File: src/rtl/multcyc_ctrl_unit_pkg.sv
// rtl/multcyc_ctrl_unit_pkg.sv - opcodes, select types and FSM states for the multicycle control unit
package multcyc_ctrl_unit_pkg;

   localparam logic [5:0] OpRR    = 6'b000000;
   localparam logic [5:0] OpJ     = 6'b000010;
   localparam logic [5:0] OpBEQ   = 6'b000100;
   localparam logic [5:0] OpBNE   = 6'b000101;
   localparam logic [5:0] OpADDI  = 6'b001000;
   localparam logic [5:0] OpADDIU = 6'b001001;
   localparam logic [5:0] OpSLTI  = 6'b001010;
   localparam logic [5:0] OpSLTIU = 6'b001011;
   localparam logic [5:0] OpANDI  = 6'b001100;
   localparam logic [5:0] OpORI   = 6'b001101;
   localparam logic [5:0] OpXORI  = 6'b001110;
   localparam logic [5:0] OpLUI   = 6'b001111;
   localparam logic [5:0] OpLW    = 6'b100011;
   localparam logic [5:0] OpSW    = 6'b101011;

   typedef enum logic       {AddrPC, AddrALUout} mem_addr_sel_t;
   typedef enum logic [1:0] {PcALU, PcALUout, PcJump} pc_src_t;
   typedef enum logic       {SrcaPC, SrcaRs} alu_srca_sel_t;
   typedef enum logic [1:0] {SrcbRt, Four, SrcbImm, SrcbImmSh2} alu_srcb_sel_t;
   typedef enum logic [3:0] {ALUop_ADD, ALUop_SUB, ALUop_RR, ALUop_ADDU, ALUop_AND, ALUop_OR,
                             ALUop_XOR, ALUop_SLT, ALUop_SLTU, ALUop_LUI} ALUop_t;
   typedef enum logic       {WrRt, WrRd} wreg_dst_sel_t;
   typedef enum logic       {ALUout, MemData} wrbck_data_sel_t;

   typedef enum logic [4:0] {Fetch, Decode, MemAddr, MemRd, MemWrbck, MemWr, RRExec, ALURRWrbck,
                             Beq, Bne, Jump, ImmExec, ALURIWrbck, Trap} state_type;

   // ALU operation for the immediate-arithmetic/logical group
   function automatic ALUop_t immAluOp(input logic [5:0] op);
      ALUop_t res;
      case (op)
         OpADDIU: res = ALUop_ADDU;
         OpANDI:  res = ALUop_AND;
         OpORI:   res = ALUop_OR;
         OpXORI:  res = ALUop_XOR;
         OpSLTI:  res = ALUop_SLT;
         OpSLTIU: res = ALUop_SLTU;
         OpLUI:   res = ALUop_LUI;
         default: res = ALUop_ADD;
      endcase
      return res;
   endfunction

endpackage

File: src/rtl/multcyc_ctrl_unit_mem_wait_timer.sv
// rtl/multcyc_ctrl_unit_mem_wait_timer.sv - counts stalled memory cycles and flags the timeout
module mem_wait_timer #(
   parameter int TIMEOUT = 64
) (
   input  logic clk,
   input  logic rst_n,
   input  logic waiting,
   output logic timeout
);

   logic [9:0] waitCnt;

   // The last tolerated stall cycle is the one where the count already equals TIMEOUT-1
   assign timeout = waiting && (waitCnt == 10'(TIMEOUT - 1));

   // Count consecutive stalled cycles; any non-stalled cycle or a timeout restarts from zero
   always_ff @(posedge clk or negedge rst_n) begin
      if (!rst_n) begin
         waitCnt <= '0;
      end else if (!waiting || timeout) begin
         waitCnt <= '0;
      end else begin
         waitCnt <= waitCnt + 10'd1;
      end
   end

endmodule

File: src/rtl/multcyc_ctrl_unit.sv
// rtl/multcyc_ctrl_unit.sv - Moore FSM sequencing the multicycle MIPS datapath
module multcyc_ctrl_unit
   import multcyc_ctrl_unit_pkg::*;
#(
   parameter bit MEM_HANDSHAKE = 1'b1,
   parameter bit EN_LOGIC_IMM  = 1'b1,
   parameter bit EN_BNE_J      = 1'b1,
   parameter int TIMEOUT       = 64
) (
   input  logic       clk,
   input  logic       rst_n,
   input  logic [5:0] opcode,
   input  logic       zero,
   input  logic       mem_ready,
   output logic       mem_req,
   output logic       mem_we,
   output logic       mem_addr_sel,
   output logic       ir_we,
   output logic       pc_we,
   output logic [1:0] pc_src,
   output logic       alu_srca_sel,
   output logic [1:0] alu_srcb_sel,
   output logic       imm_zext,
   output logic [3:0] alu_op,
   output logic       reg_we,
   output logic       wreg_dst_sel,
   output logic       wrbck_data_sel,
   output logic       illegal_op,
   output logic       mem_err,
   output logic [4:0] state_o
);

   state_type       state, nextState;
   logic            memReady, waiting, timeout;
   logic            isLogicImm, isZext;
   logic            memReq, memWe, irWe, pcWe, regWe, zext;
   mem_addr_sel_t   addrSel;
   pc_src_t         pcSrc;
   alu_srca_sel_t   srcA;
   alu_srcb_sel_t   srcB;
   ALUop_t          aluOp;
   wreg_dst_sel_t   dstSel;
   wrbck_data_sel_t wbSel;
   logic            illegalOp, memErr;

   assign memReady   = MEM_HANDSHAKE ? mem_ready : 1'b1;
   assign waiting    = (state == Fetch || state == MemRd || state == MemWr) && !memReady;
   assign isLogicImm = EN_LOGIC_IMM && (opcode == OpANDI || opcode == OpORI || opcode == OpXORI ||
                       opcode == OpSLTI || opcode == OpSLTIU || opcode == OpLUI);
   assign isZext     = opcode == OpANDI || opcode == OpORI || opcode == OpXORI;

   mem_wait_timer #(.TIMEOUT(TIMEOUT)) uTimer (
      .clk     (clk),
      .rst_n   (rst_n),
      .waiting (waiting),
      .timeout (timeout)
   );

   // State register
   always_ff @(posedge clk or negedge rst_n) begin
      if (!rst_n) state <= Fetch;
      else        state <= nextState;
   end

   // Sticky error flags: undecodable opcode and memory handshake timeout
   always_ff @(posedge clk or negedge rst_n) begin
      if (!rst_n) begin
         illegalOp <= 1'b0;
         memErr    <= 1'b0;
      end else begin
         if (state == Decode && nextState == Trap) illegalOp <= 1'b1;
         if (timeout) memErr <= 1'b1;
      end
   end

   // Next-state and per-state datapath controls
   always_comb begin
      nextState = state;
      memReq    = 1'b0;
      memWe     = 1'b0;
      irWe      = 1'b0;
      pcWe      = 1'b0;
      regWe     = 1'b0;
      zext      = 1'b0;
      addrSel   = AddrPC;
      pcSrc     = PcALU;
      srcA      = SrcaPC;
      srcB      = SrcbRt;
      aluOp     = ALUop_ADD;
      dstSel    = WrRt;
      wbSel     = ALUout;
      case (state)
         Fetch: begin
            memReq = 1'b1;
            srcB   = Four;
            irWe   = memReady;
            pcWe   = memReady;
            if (memReady)     nextState = Decode;
            else if (timeout) nextState = Trap;
         end
         Decode: begin
            srcB = SrcbImmSh2;
            if (opcode == OpLW || opcode == OpSW)        nextState = MemAddr;
            else if (opcode == OpRR)                     nextState = RRExec;
            else if (opcode == OpBEQ)                    nextState = Beq;
            else if (EN_BNE_J && opcode == OpBNE)        nextState = Bne;
            else if (EN_BNE_J && opcode == OpJ)          nextState = Jump;
            else if (opcode == OpADDI || opcode == OpADDIU || isLogicImm) nextState = ImmExec;
            else                                         nextState = Trap;
         end
         MemAddr: begin
            srcA      = SrcaRs;
            srcB      = SrcbImm;
            nextState = (opcode == OpLW) ? MemRd : MemWr;
         end
         MemRd: begin
            memReq  = 1'b1;
            addrSel = AddrALUout;
            if (memReady)     nextState = MemWrbck;
            else if (timeout) nextState = Trap;
         end
         MemWrbck: begin
            regWe     = 1'b1;
            wbSel     = MemData;
            nextState = Fetch;
         end
         MemWr: begin
            memReq  = 1'b1;
            memWe   = 1'b1;
            addrSel = AddrALUout;
            if (memReady)     nextState = Fetch;
            else if (timeout) nextState = Trap;
         end
         RRExec: begin
            srcA      = SrcaRs;
            aluOp     = ALUop_RR;
            nextState = ALURRWrbck;
         end
         ALURRWrbck: begin
            regWe     = 1'b1;
            dstSel    = WrRd;
            nextState = Fetch;
         end
         Beq, Bne: begin
            srcA      = SrcaRs;
            aluOp     = ALUop_SUB;
            pcSrc     = PcALUout;
            pcWe      = (state == Beq) ? zero : !zero;
            nextState = Fetch;
         end
         Jump: begin
            pcSrc     = PcJump;
            pcWe      = 1'b1;
            nextState = Fetch;
         end
         ImmExec, ALURIWrbck: begin
            srcA  = SrcaRs;
            srcB  = SrcbImm;
            aluOp = immAluOp(opcode);
            zext  = isZext;
            if (state == ALURIWrbck) begin
               regWe     = 1'b1;
               nextState = Fetch;
            end else begin
               nextState = ALURIWrbck;
            end
         end
         Trap: nextState = Trap;
         default: nextState = Trap;
      endcase
   end

   assign mem_req        = rst_n && memReq;
   assign mem_we         = rst_n && memWe;
   assign ir_we          = rst_n && irWe;
   assign pc_we          = rst_n && pcWe;
   assign reg_we         = rst_n && regWe;
   assign imm_zext       = rst_n && zext;
   assign mem_addr_sel   = rst_n ? addrSel : AddrPC;
   assign pc_src         = rst_n ? pcSrc : PcALU;
   assign alu_srca_sel   = rst_n ? srcA : SrcaPC;
   assign alu_srcb_sel   = rst_n ? srcB : SrcbRt;
   assign alu_op         = rst_n ? aluOp : ALUop_ADD;
   assign wreg_dst_sel   = rst_n ? dstSel : WrRt;
   assign wrbck_data_sel = rst_n ? wbSel : ALUout;
   assign illegal_op     = illegalOp;
   assign mem_err        = memErr;
   assign state_o        = state;

endmodule

File: config.mk
export PLATFORM = sky130hd
export DESIGN_NAME = multcyc_ctrl_unit
export DESIGN_NICKNAME = d
export VERILOG_FILES = /design/src/rtl/multcyc_ctrl_unit_pkg.sv /design/src/rtl/multcyc_ctrl_unit_mem_wait_timer.sv /design/src/rtl/multcyc_ctrl_unit.sv
export SDC_FILE = /design/constraint.sdc
export NUM_CORES = 1
export LEC_CHECK = 0
export ABC_AREA = 1
export CAP_MARGIN = 25
export CORE_ASPECT_RATIO = 1.5
export CORE_MARGIN = 1.5
export CORE_UTILIZATION = 44
export CTS_CLUSTER_SIZE = 20
export DETAILED_ROUTE_END_ITERATION = 10
export GPL_TIMING_DRIVEN = 0
export MAX_ROUTING_LAYER = met4
export PLACE_DENSITY = 0.74
export RECOVER_POWER = 50
export SLEW_MARGIN = 0
export SYNTH_ARGS = -nofsm -noshare
export SYNTH_HDL_FRONTEND = slang
export SYNTH_SLANG_ARGS = --single-unit
export TNS_END_PERCENT = 20
File: constraint.sdc
create_clock -name clk -period 1.5 [get_ports clk]
set_clock_uncertainty 0.15 [all_clocks]
set_input_delay 0.3 -clock clk [delete_from_list [all_inputs] [get_ports clk]]
set_output_delay 0.3 -clock clk [all_outputs]
set_load 0.005 [all_outputs]
==> results of run 1 <==
==> flip-flops by register name, indices dropped and copies added, names as in the netlist <==
register	cells
mem_err	1
uTimer.waitCnt	10
state_o	5
illegal_op	1
==> through the flow <==
stage / area (sq um) / instances / setup WS [ns] / hold WS [ns]
floorplan: 1378 / 192 / -0.1828 / -0.1456
global placement: 1767 / 265 / -1.646 / 0.2961
detailed placement: 1767 / 265 / -1.662 / 0.2999
CTS: 2227 / 299 / -0.5863 / -0.2280
global route: 2310 / 305 / -0.7463 / 0.3359
finish: 2310 / 305 / -0.6931 / 0.3077
==> logic make-up (layout without fill, tap and decap cells) <==
logic type      Yosys count  count (layout)  synth area share
flops                    17              17            0.3139
buf+inv                  31             105           0.08864
compound gates           23              23            0.1099
fa+ha+maj                 1               1          0.009232
other cells               1               1          0.002767
simple gates            116             116            0.4561
xor+xnor                  3               3           0.01939
==> area by class of cell <==
| class | count | area, sq um |
|---|---|---|
| Multi-Input combinational cell | 144 | 1066 |
| Fill cell | 202 | 603.1 |
| Timing Repair Buffer | 70 | 573.1 |
| Sequential cell | 17 | 430.4 |
| Inverter | 29 | 128.9 |
| Tap cell | 39 | 48.80 |
| Clock buffer | 3 | 41.29 |
| Buffer | 2 | 16.27 |
| Clock inverter | 1 | 5.005 |
==> cell usage in the layout, fill, tap and decap left out, types with 4 or more instances in the layout <==
cell | netlist | final
dlygate4sd2_1 | 0 | 8
dfrtp_2 | 0 | 4
nand2_2 | 2 | 5
a21oi_1 | 7 | 5
clkdlybuf4s50_1 | 0 | 4
nor2_2 | 8 | 7
nor2_4 | 2 | 10
dfrtp_1 | 17 | 13
inv_2 | 4 | 8
inv_1 | 24 | 15
inv_4 | 1 | 4
nor3_2 | 3 | 7
nand3_1 | 17 | 9
buf_4 | 0 | 24
nor2_1 | 29 | 22
nand3_4 | 0 | 6
clkbuf_2 | 0 | 5
nand2_1 | 34 | 28
buf_2 | 1 | 13
nand2_4 | 3 | 6
buf_6 | 0 | 12
nand3_2 | 3 | 5
==> power breakdown <==
group | total, mW | internal (mW) | switching [mW] | leakage, nW
clock network | 0.352 | 0.185 | 0.168 | 0.0255
logic | 0.114 | 0.0407 | 0.0737 | 0.809
registers | 0.463 | 0.460 | 0.00319 | 0.206
==> synthesized netlist by cell type (2+ instances only) <==
cell type  number
a21oi_1         7
a31oi_1         3
dfrtp_1        17
inv_1          24
inv_2           4
nand2_1        34
nand2_2         2
nand2_4         3
nand3_1        17
nand3_2         3
nand4_1         2
nor2_1         29
nor2_2          8
nor2_4          2
nor3_1          5
nor3_2          3
nor4_1          2
o211ai_1        2
o21ai_0         2
o21ai_1         2
xor2_1          3
==> final timing paths <==
| kind | end | slack [ns] | cells after the start |
|---|---|---|---|
| max | pc_we | -0.69 | 6 |
| min | illegal_op | 0.31 | 2 |
| max reg2reg | state_o[1] | -0.42 | 11 |
| min reg2reg | illegal_op | 0.31 | 2 |
| max in group asynchronous | state_o[1] | 0.10 | 2 |
| min in group asynchronous | state_o[2] | 0.57 | 2 |
==> repair_timing <==
item	4_1_cts	5_1_grt
setup buffers	30	6
hold endpoints to repair	17	17
gates resized for setup	145	26
endpoints found under the setup margin	41	37
pin swaps	20	15
==> layer usage <==
metal | global-route usage | up-vias | wire [microns]
met1 | 0.2617 | 797 | 1792
met4 | 0.1651 | 0 | 204
met2 | 0.5602 | 76 | 2981
met3 | 0.05696 | 23 | 185
met5 | - | - | 0
li1 | - | 784 | -
==> worst max-delay path, cell delays in order (launching register included) <==
cell     delay (ns)
dfrtp_2        0.46
nor2_4         0.19
nand2_2        0.10
nand2_1        0.07
or3b_1         0.35
a31oi_1        0.18
buf_2          0.14
==> results_dict.tcl, run 1 <==
set metrics [dict create \
    status "complete, but fails checks" \
    violations "setup timing" \
    fp.dieArea_sq_um 3428 \
    fin_tns_setup_ns -14.84 \
    placementRows 24 \
    rsz0062_at_grt "true" \
    syn_area_sq_um 1355 \
    ys_async_sr_fraction 1.000 \
    htreeDepth 1 \
    drc 0 \
    root_buffer "clkbuf_8" \
    syn_nets 203 \
    ys.flop_type "dfrtp_1" \
    overflow 0 \
    path_max_fanout 4 \
    diodes 0 \
    synthTopCellsByArea "dfrtp_1, nand2_1, nor2_1, inv_1, nand3_1" \
    grt_pass1_wl_microns 7548 \
    fin_ws_ns -0.6931 \
    ys_seq_area_frac 0.3139 \
    synth_cell_types 39 \
    cts_tree "built" \
    start_kind "flip-flop" \
    finalWeightedCongestion 0.9498 \
    leakage_nw 1.040 \
    io_pins 35 \
    path_clk_slew_ns 0.07 \
    max_freq_ghz 0.4560 \
    max-vdd-ir-drop_mv 0.3528 \
    fin_util 0.7930 \
    synth_top_area_share 0.3139 \
    insertion_delay_ns 0.26 \
    p_per_area_nw_per_um2 402.6 \
    tightestPinTransition_ns 0.7735 \
    io_buffers 34 \
    core_sq_um 2913 \
    cts_buffer_depth 2 \
    period_minus_slack_ns 2.193 \
    finalSetupViolCount 35 \
    slew_headroom 0.4826 \
    worstPathRequired_ns 1.05 \
    antenna_found_initial 0 \
    grt_start_max_net_pins 21 \
    synth_area_leader_cell "dfrtp_1" \
    first_iter_violations 58 \
    ant_nets 0 \
    first_global_vias 1770 \
    totalWireLength_microns 5164 \
    cts_buffers 3 \
    avgSynthCellArea_sq_um 7.058 \
    min_path_type "flip-flop to flip-flop" \
    finalPower_mw 0.9298 \
    area_delta_synth_final_pct 70.45 \
    clock-sinks 17 \
    synth_cells 192 \
    period_share 1.462 \
    maxCapViolCount 0 \
    slew_viol_final 0 \
    hold_violations 0 \
    grt_util_all_layers 0.2919 \
    hpwl_microns 2731 \
    hp-start "illegal_op" \
    critical_path_class "flip-flop to primary output" \
    synth_edf_count 0 \
    ys_warn_count 0 \
    cp.arrival_ns 1.74 \
    die_w_microns 48.31 \
    drt_pass1_iterations 4 \
    initial_core_util 0.4652 \
    ys_seq_elements 17 \
    reg2reg_from "state_o[3]" \
    die_h_microns 70.97 \
    wl_per_cell_microns 16.93 \
    nNetsFinal 278 \
    vias 1680 \
    viasPerCell 5.508 \
    final_layout_size_suffix_gt1_frac 0.5226 \
    crit_path_start "state_o[1]" \
    endpoint_kind "primary output" \
]
(Power assumes the default switching activity.)
==> run 2: changes to the inputs <==
Settings changed: PLACE_DENSITY 0.74 to 0.76.
==> run 2 against run 1 <==
  * The run still ends with setup timing left
  * Power shrank 1.4%
  * Clock-buffer cell count did not move
  * Utilization is 3.7 points lower
  * First-iteration DRC count grew 6.9%
  * Critical path depth unchanged
  * Flip-flop and latch count stayed put
  * Worst setup slack improved by 0.091 ns
  * Worst hold slack improved by 0.0052 ns
  * Global-route usage up 0.80 points
  * Critical path type unchanged
  * Largest cell class unchanged
  * Highest routed layer unchanged
==> results_dict.tcl, run 2 (synthesis gave the netlist of run 1 again) <==
set metrics [dict create \
    status "complete, but fails checks" \
    violations "setup timing" \
    finalSetupViolCount 36 \
    path_clk_slew_ns 0.07 \
    reg2reg_from "state_o[3]" \
    viasPerCell 5.465 \
    first_iter_violations 62 \
    ant_nets 0 \
    worstPathRequired_ns 1.05 \
    largest_register_ffs 10 \
    initial_core_util 0.4652 \
    cts_buffers 3 \
    path_max_fanout 4 \
    first_global_vias 1656 \
    grt_start_max_net_pins 21 \
    overflow 0 \
    nFillCells 188 \
    endpoint_kind "primary output" \
    fin_ws_ns -0.6024 \
    switching_share 0.2503 \
    p_int_mw 0.6873 \
    rrSetupSlack_ns -0.36 \
    seq_power_share 0.505 \
    die_w_microns 48.31 \
    drc 0 \
    cp_cell_sequence "inv_2, nor2_4, nand3_2, or3b_1, a31oi_1, buf_2" \
    rr_worst_depth 10 \
    area_delta_synth_final_pct 62.60 \
    r2r_end "state_o[1]" \
    clkPwrFrac 0.371 \
    maxCapViolCount 0 \
    layout.cells.most_common "nand2_1" \
    leakage_nw 0.9874 \
    cts_buffer_depth 2 \
    min_path_type "flip-flop to flip-flop" \
    period_share 1.402 \
    grt_util_all_layers 0.3000 \
    hpwl_microns 2624 \
    critical_path_class "flip-flop to primary output" \
    tightestPinTransition_ns 0.7894 \
    wl_per_cell_microns 16.30 \
    crit_slowest_cell "dfrtp_2" \
    slew_headroom 0.4720 \
    io_buffers 34 \
    htreeDepth 1 \
    cp.arrival_ns 1.65 \
    io_pins 35 \
    root_buffer "clkbuf_8" \
    p_per_area_nw_per_um2 416.0 \
    largest_register "uTimer.waitCnt" \
    placementRows 24 \
    hold_depth 2 \
    max-vdd-ir-drop_mv 0.4446 \
    slew_viol_final 0 \
    insertion_delay_ns 0.25 \
    clock-sinks 17 \
    hp-start "illegal_op" \
    core_sq_um 2913 \
    nNetsFinal 272 \
    post-place-ws_ns -1.594 \
    diodes 0 \
    totalWireLength_microns 4875 \
    grt_pass1_wl_microns 7755 \
    fp.dieArea_sq_um 3428 \
    vias 1634 \
    max_freq_ghz 0.4757 \
    hold_violations 0 \
    rsz0062_at_grt "true" \
    antenna_found_initial 0 \
    period_minus_slack_ns 2.102 \
    cts_tree "built" \
    die_h_microns 70.97 \
    final_cell_mix "nand2_1, nor2_1, buf_4" \
    holdPathEnd "illegal_op" \
    p_comb_frac 0.124 \
    fin_tns_setup_ns -12.61 \
    start_kind "flip-flop" \
    slowest_delay_ns 0.43 \
    finalWeightedCongestion 0.8586 \
    p_switching_mw 0.2294 \
    final_layout_size_suffix_gt1_frac 0.4808 \
    drt_pass1_iterations 4 \
]
run 2: cell types whose count changed in the layout (fill, tap and decap cells not counted), sizes merged:
cell / delta
buf: -4
clkbuf: -2
clkdlybuf4s50: +2
clkinv: +1
dlygate4sd2: -2
inv: -1
run 2: layer usage:
metal | GRT usage | share of wire | up-vias
li1 | - | - | 770
met3 | 0.04008 | 0.052 | 29
met2 | 0.5478 | 0.53 | 70
met4 | 0.1556 | 0.059 | 0
met5 | - | 0 | -
met1 | 0.3107 | 0.36 | 765
run 2: metrics by stage:
stage | power [mW] | utilization | cells | hold WS, ns | instance area (sq um)
floorplan | 0.5041 | - | 192 | -0.1456 | 1378
global placement | 0.5532 | 0.6065 | 265 | 0.2988 | 1767
detailed placement | 0.5532 | 0.6065 | 265 | 0.3022 | 1767
CTS | 0.9079 | 0.7337 | 295 | -0.2706 | 2137
global route | 0.9560 | 0.7564 | 299 | 0.3518 | 2203
finish | 0.9167 | 0.7564 | 299 | 0.3130 | 2203
run 2: critical path: cells and delay by family, from the launching register on:
kind / cells / cell delay, ns
AND/OR/NAND/NOR: 3 / 0.63
flip-flops: 1 / 0.43
buffers and inverters: 2 / 0.21
AO/OA/AOI/OAI: 1 / 0.13
run 2: power by group through the flow:
stage	Clock, mW	Sequential, mW	Combinational (mW)
floorplan	0	0.470	0.0341
global placement	0	0.470	0.0831
detailed placement	0	0.470	0.0832
CTS	0.340	0.463	0.105
global route	0.370	0.463	0.123
finish	0.340	0.463	0.114
run 2: how the worst max path moves through the flow:
| stage | start | endpoint | slack [ns] | cells past startpoint |
|---|---|---|---|---|
| 3_3_place_gp | rst_n | alu_srcb_sel[1] | -1.63 | 5 |
| 5_1_grt | state_o[3] | pc_we | -0.65 | 6 |
| 3_5_place_dp | rst_n | alu_srcb_sel[1] | -1.59 | 5 |
| 2_1_floorplan | state_o[2] | pc_we | -0.18 | 5 |
| 6_report | state_o[3] | pc_we | -0.60 | 6 |
| 4_1_cts | state_o[2] | pc_we | -0.58 | 6 |
run 2: timing repair:
item                                    4_1_cts  5_1_grt
endpoints found under the hold margin        17       17
pin swaps                                    24       12
resized for setup                           135       17
gates cloned                                  1        0
endpoints found under the setup margin       41       37
setup buffers                                25        3
run 2: layout make-up:
type                            count  area (sq um)  share of cell area
Inverter                           29         126.4             0.05735
Buffer                              2         16.27            0.007382
Clock inverter                      1         5.005            0.002271
Timing Repair Buffer               64         524.3              0.2379
Sequential cell                    17         430.4              0.1953
Tap cell                           39         48.80             0.02215
Clock buffer                        3         41.29             0.01874
Multi-Input combinational cell    144          1011              0.4588
==> run 3: changes to the inputs <==
Settings changed: ABC_AREA 1 to not set, CORE_UTILIZATION 44 to 48, PLACE_DENSITY 0.76 to 0.79.
Clock period 1.5 ns to 2.12 ns, I/O delays scaled along.
==> run 3 against run 2 <==
  * The flow still finishes with violations (setup timing)
  * Global-route usage is 3.6 points higher
  * Largest power group is now combinational logic
  * Register-to-register slack better by 0.21 ns
  * Critical path depth is 1 higher
  * Combinational power grew to 4.7 times the previous value
  * Design area is 1.4% lower
  * Utilization is 6.4 points higher
  * Final cell count is 7.7% lower
  * Flip-flop and latch count stayed put
  * Via count is 1.8% higher
  * First-iteration DRC count is 63% higher
  * Non-clock buffer count is 11 higher
==> results_dict.tcl, run 3 <==
set metrics [dict create \
    status "complete, but fails checks" \
    violations "setup timing" \
    nNetsFinal 251 \
    root_buffer "clkbuf_8" \
    dp.cells 237 \
    synthTopCellsByArea "dfrtp_1, nor2_1, xnor2_1, nor3_1, xor2_1" \
    min_path_type "flip-flop to flip-flop" \
    grt_pass1_wl_microns 7265 \
    dpl-instance-area_sq_um 1677 \
    drt_pass1_iterations 4 \
    crit_path_start "state_o[1]" \
    ys_top_cells_by_count "nor2_1, dfrtp_1, nand2_1" \
    postLayoutCellArea_sq_um 2173 \
    io_buffers 31 \
    synth_area_leader_cell "dfrtp_1" \
    hp-start "mem_err" \
    fin_util 0.8209 \
    hpwl_microns 2566 \
    start_kind "flip-flop" \
    ys_warn_count 0 \
    synth_cells 169 \
    finalWeightedCongestion 0.8465 \
    totalWireLength_microns 5251 \
    clock-sinks 17 \
    rrSetupSlack_ns -0.15 \
    endpoint_kind "primary output" \
    ys.flop_type "dfrtp_1" \
    drc 0 \
    ys_seq_elements 17 \
    synth_top_area_share 0.3223 \
    synth_cell_types 47 \
    final_cells 276 \
    largest_register "uTimer.waitCnt" \
    die_h_microns 67.23 \
    io_pins 35 \
    ys_seq_area_frac 0.3223 \
    initial_core_util 0.4986 \
    largest_register_ffs 10 \
    ant_nets 0 \
    p_per_area_nw_per_um2 525.6 \
    period_share 1.120 \
    fp.dieArea_sq_um 3080 \
    path_clk_slew_ns 0.06 \
    htreeDepth 1 \
    cp.arrival_ns 1.80 \
    holdPathEnd "mem_err" \
    cts_buffers 3 \
    r2r_end "state_o[0]" \
    placementRows 23 \
    cts_tree "built" \
    critical_path_class "flip-flop to primary output" \
    syn_area_sq_um 1320 \
    core_sq_um 2648 \
    insertion_delay_ns 0.25 \
    hold_violations 0 \
    multi_input_area_sq_um 978.4 \
    max-vdd-ir-drop_mv 0.6929 \
    die_w_microns 45.82 \
    yosysMostFrequentCell "nor2_1" \
    final_cell_mix "buf_4, nor2_1, dfrtp_1" \
    finalPower_mw 1.142 \
    grt_util_all_layers 0.3361 \
    wl_per_cell_microns 19.03 \
    rsz0062_at_grt "true" \
    grt_start_max_net_pins 18 \
    slew_viol_final 0 \
    path_max_fanout 6 \
    area_delta_synth_final_pct 64.64 \
    worstPathRequired_ns 1.55 \
    leakage_nw 0.9636 \
    antenna_found_initial 0 \
    avgSynthCellArea_sq_um 7.811 \
    first_global_vias 1609 \
    rr_worst_depth 14 \
    layout.cells.most_common "buf_4" \
    regArea_sq_um 429.2 \
    hold_depth 1 \
    synth_edf_count 0 \
    fin_ws_ns -0.2535 \
    cts_buffer_depth 2 \
    tightestPinTransition_ns 0.7432 \
    first_iter_violations 101 \
    reg2reg_from "state_o[0]" \
    syn_nets 180 \
    ys_async_sr_fraction 1.000 \
    nFillCells 165 \
    max_freq_ghz 0.4213 \
    diodes 0 \
    period_minus_slack_ns 2.373 \
    finalSetupViolCount 15 \
    overflow 0 \
    viasPerCell 6.029 \
    slew_headroom 0.5029 \
    maxCapViolCount 0 \
    final_layout_size_suffix_gt1_frac 0.3975 \
    vias 1664 \
]
[run 3: cell count changes after synthesis, sizes merged, moves of 6 or more]
cell | previous run | this run
buf | 1 | 7
inv | 29 | 6
nand2 | 39 | 13
nand2b | 0 | 7
nand3 | 20 | 6
nor2 | 40 | 26
xnor2 | 0 | 9
[run 3: kinds of logic (layout without fill, tap and decap cells)]
| group | after synthesis | count (layout) | synth area share |
|---|---|---|---|
| compound gates | 30 | 30 | 0.1592 |
| buf+inv | 17 | 87 | 0.05687 |
| other cells | 1 | 1 | 0.002841 |
| flops | 17 | 17 | 0.3223 |
| xor+xnor | 15 | 15 | 0.09953 |
| simple gates | 88 | 88 | 0.3498 |
| fa+ha+maj | 1 | 1 | 0.009477 |
[run 3: critical path, cell delays in order, from the launching register on]
cell and delay, ns:
dfrtp_1 0.39, buf_6 0.15, buf_6 0.14, nor3_4 0.21
and3_4 0.23, nor2_2 0.05, nor4_2 0.22, buf_2 0.17
[run 3: how the worst max path moves through the flow]
stage / to / slack (ns) / cells after the start
CTS: pc_we / -0.21 / 7
global placement: alu_op[0] / -1.49 / 6
global route: mem_we / -0.35 / 4
detailed placement: alu_op[0] / -1.57 / 6
floorplan: pc_we / 0.23 / 5
finish: pc_we / -0.25 / 7
[run 3: routing by layer]
layer,GRT usage,share of wire
met5,-,0
met4,0.2143,0.055
met3,0.05348,0.060
met2,0.6021,0.52
met1,0.3169,0.36
[run 3: cell type report]
cell class | instances | area share
plain buffers | 11 | 0.04491
clock buffers | 3 | 0.01900
repair buffers | 66 | 0.2533
inverters | 6 | 0.01151
flip-flops and latches | 17 | 0.1975
multi-input cells | 135 | 0.4502
well taps | 37 | 0.02130
clock inverters | 1 | 0.002303
[run 3: metrics by stage]
step	TNS, ns	hold slack (ns)	worst slack [ns]
after CTS	-0.9907	0.3223	-0.2101
final	-2.245	0.3184	-0.2535
after global placement	-20.57	0.3027	-1.488
after floorplan	0	-0.02159	0.2308
after global routing	-3.451	0.3311	-0.3478
after detailed placement	-21.57	0.3021	-1.571
[run 3: power breakdown]
group / internal (mW) / switching [mW] / leakage, nW
clock: 0.130 / 0.107 / 0.0255
combinational: 0.263 / 0.273 / 0.719
sequential: 0.343 / 0.0258 / 0.219
[run 3: what timing repair did]
| action | CTS | global route |
|---|---|---|
| setup endpoints to repair | 18 | 21 |
| pin swaps | 14 | 9 |
| endpoints found under the hold margin | 17 | 0 |
| setup buffers | 26 | 8 |
| hold buffers | 1 | 0 |
| gates resized for setup | 86 | 22 |
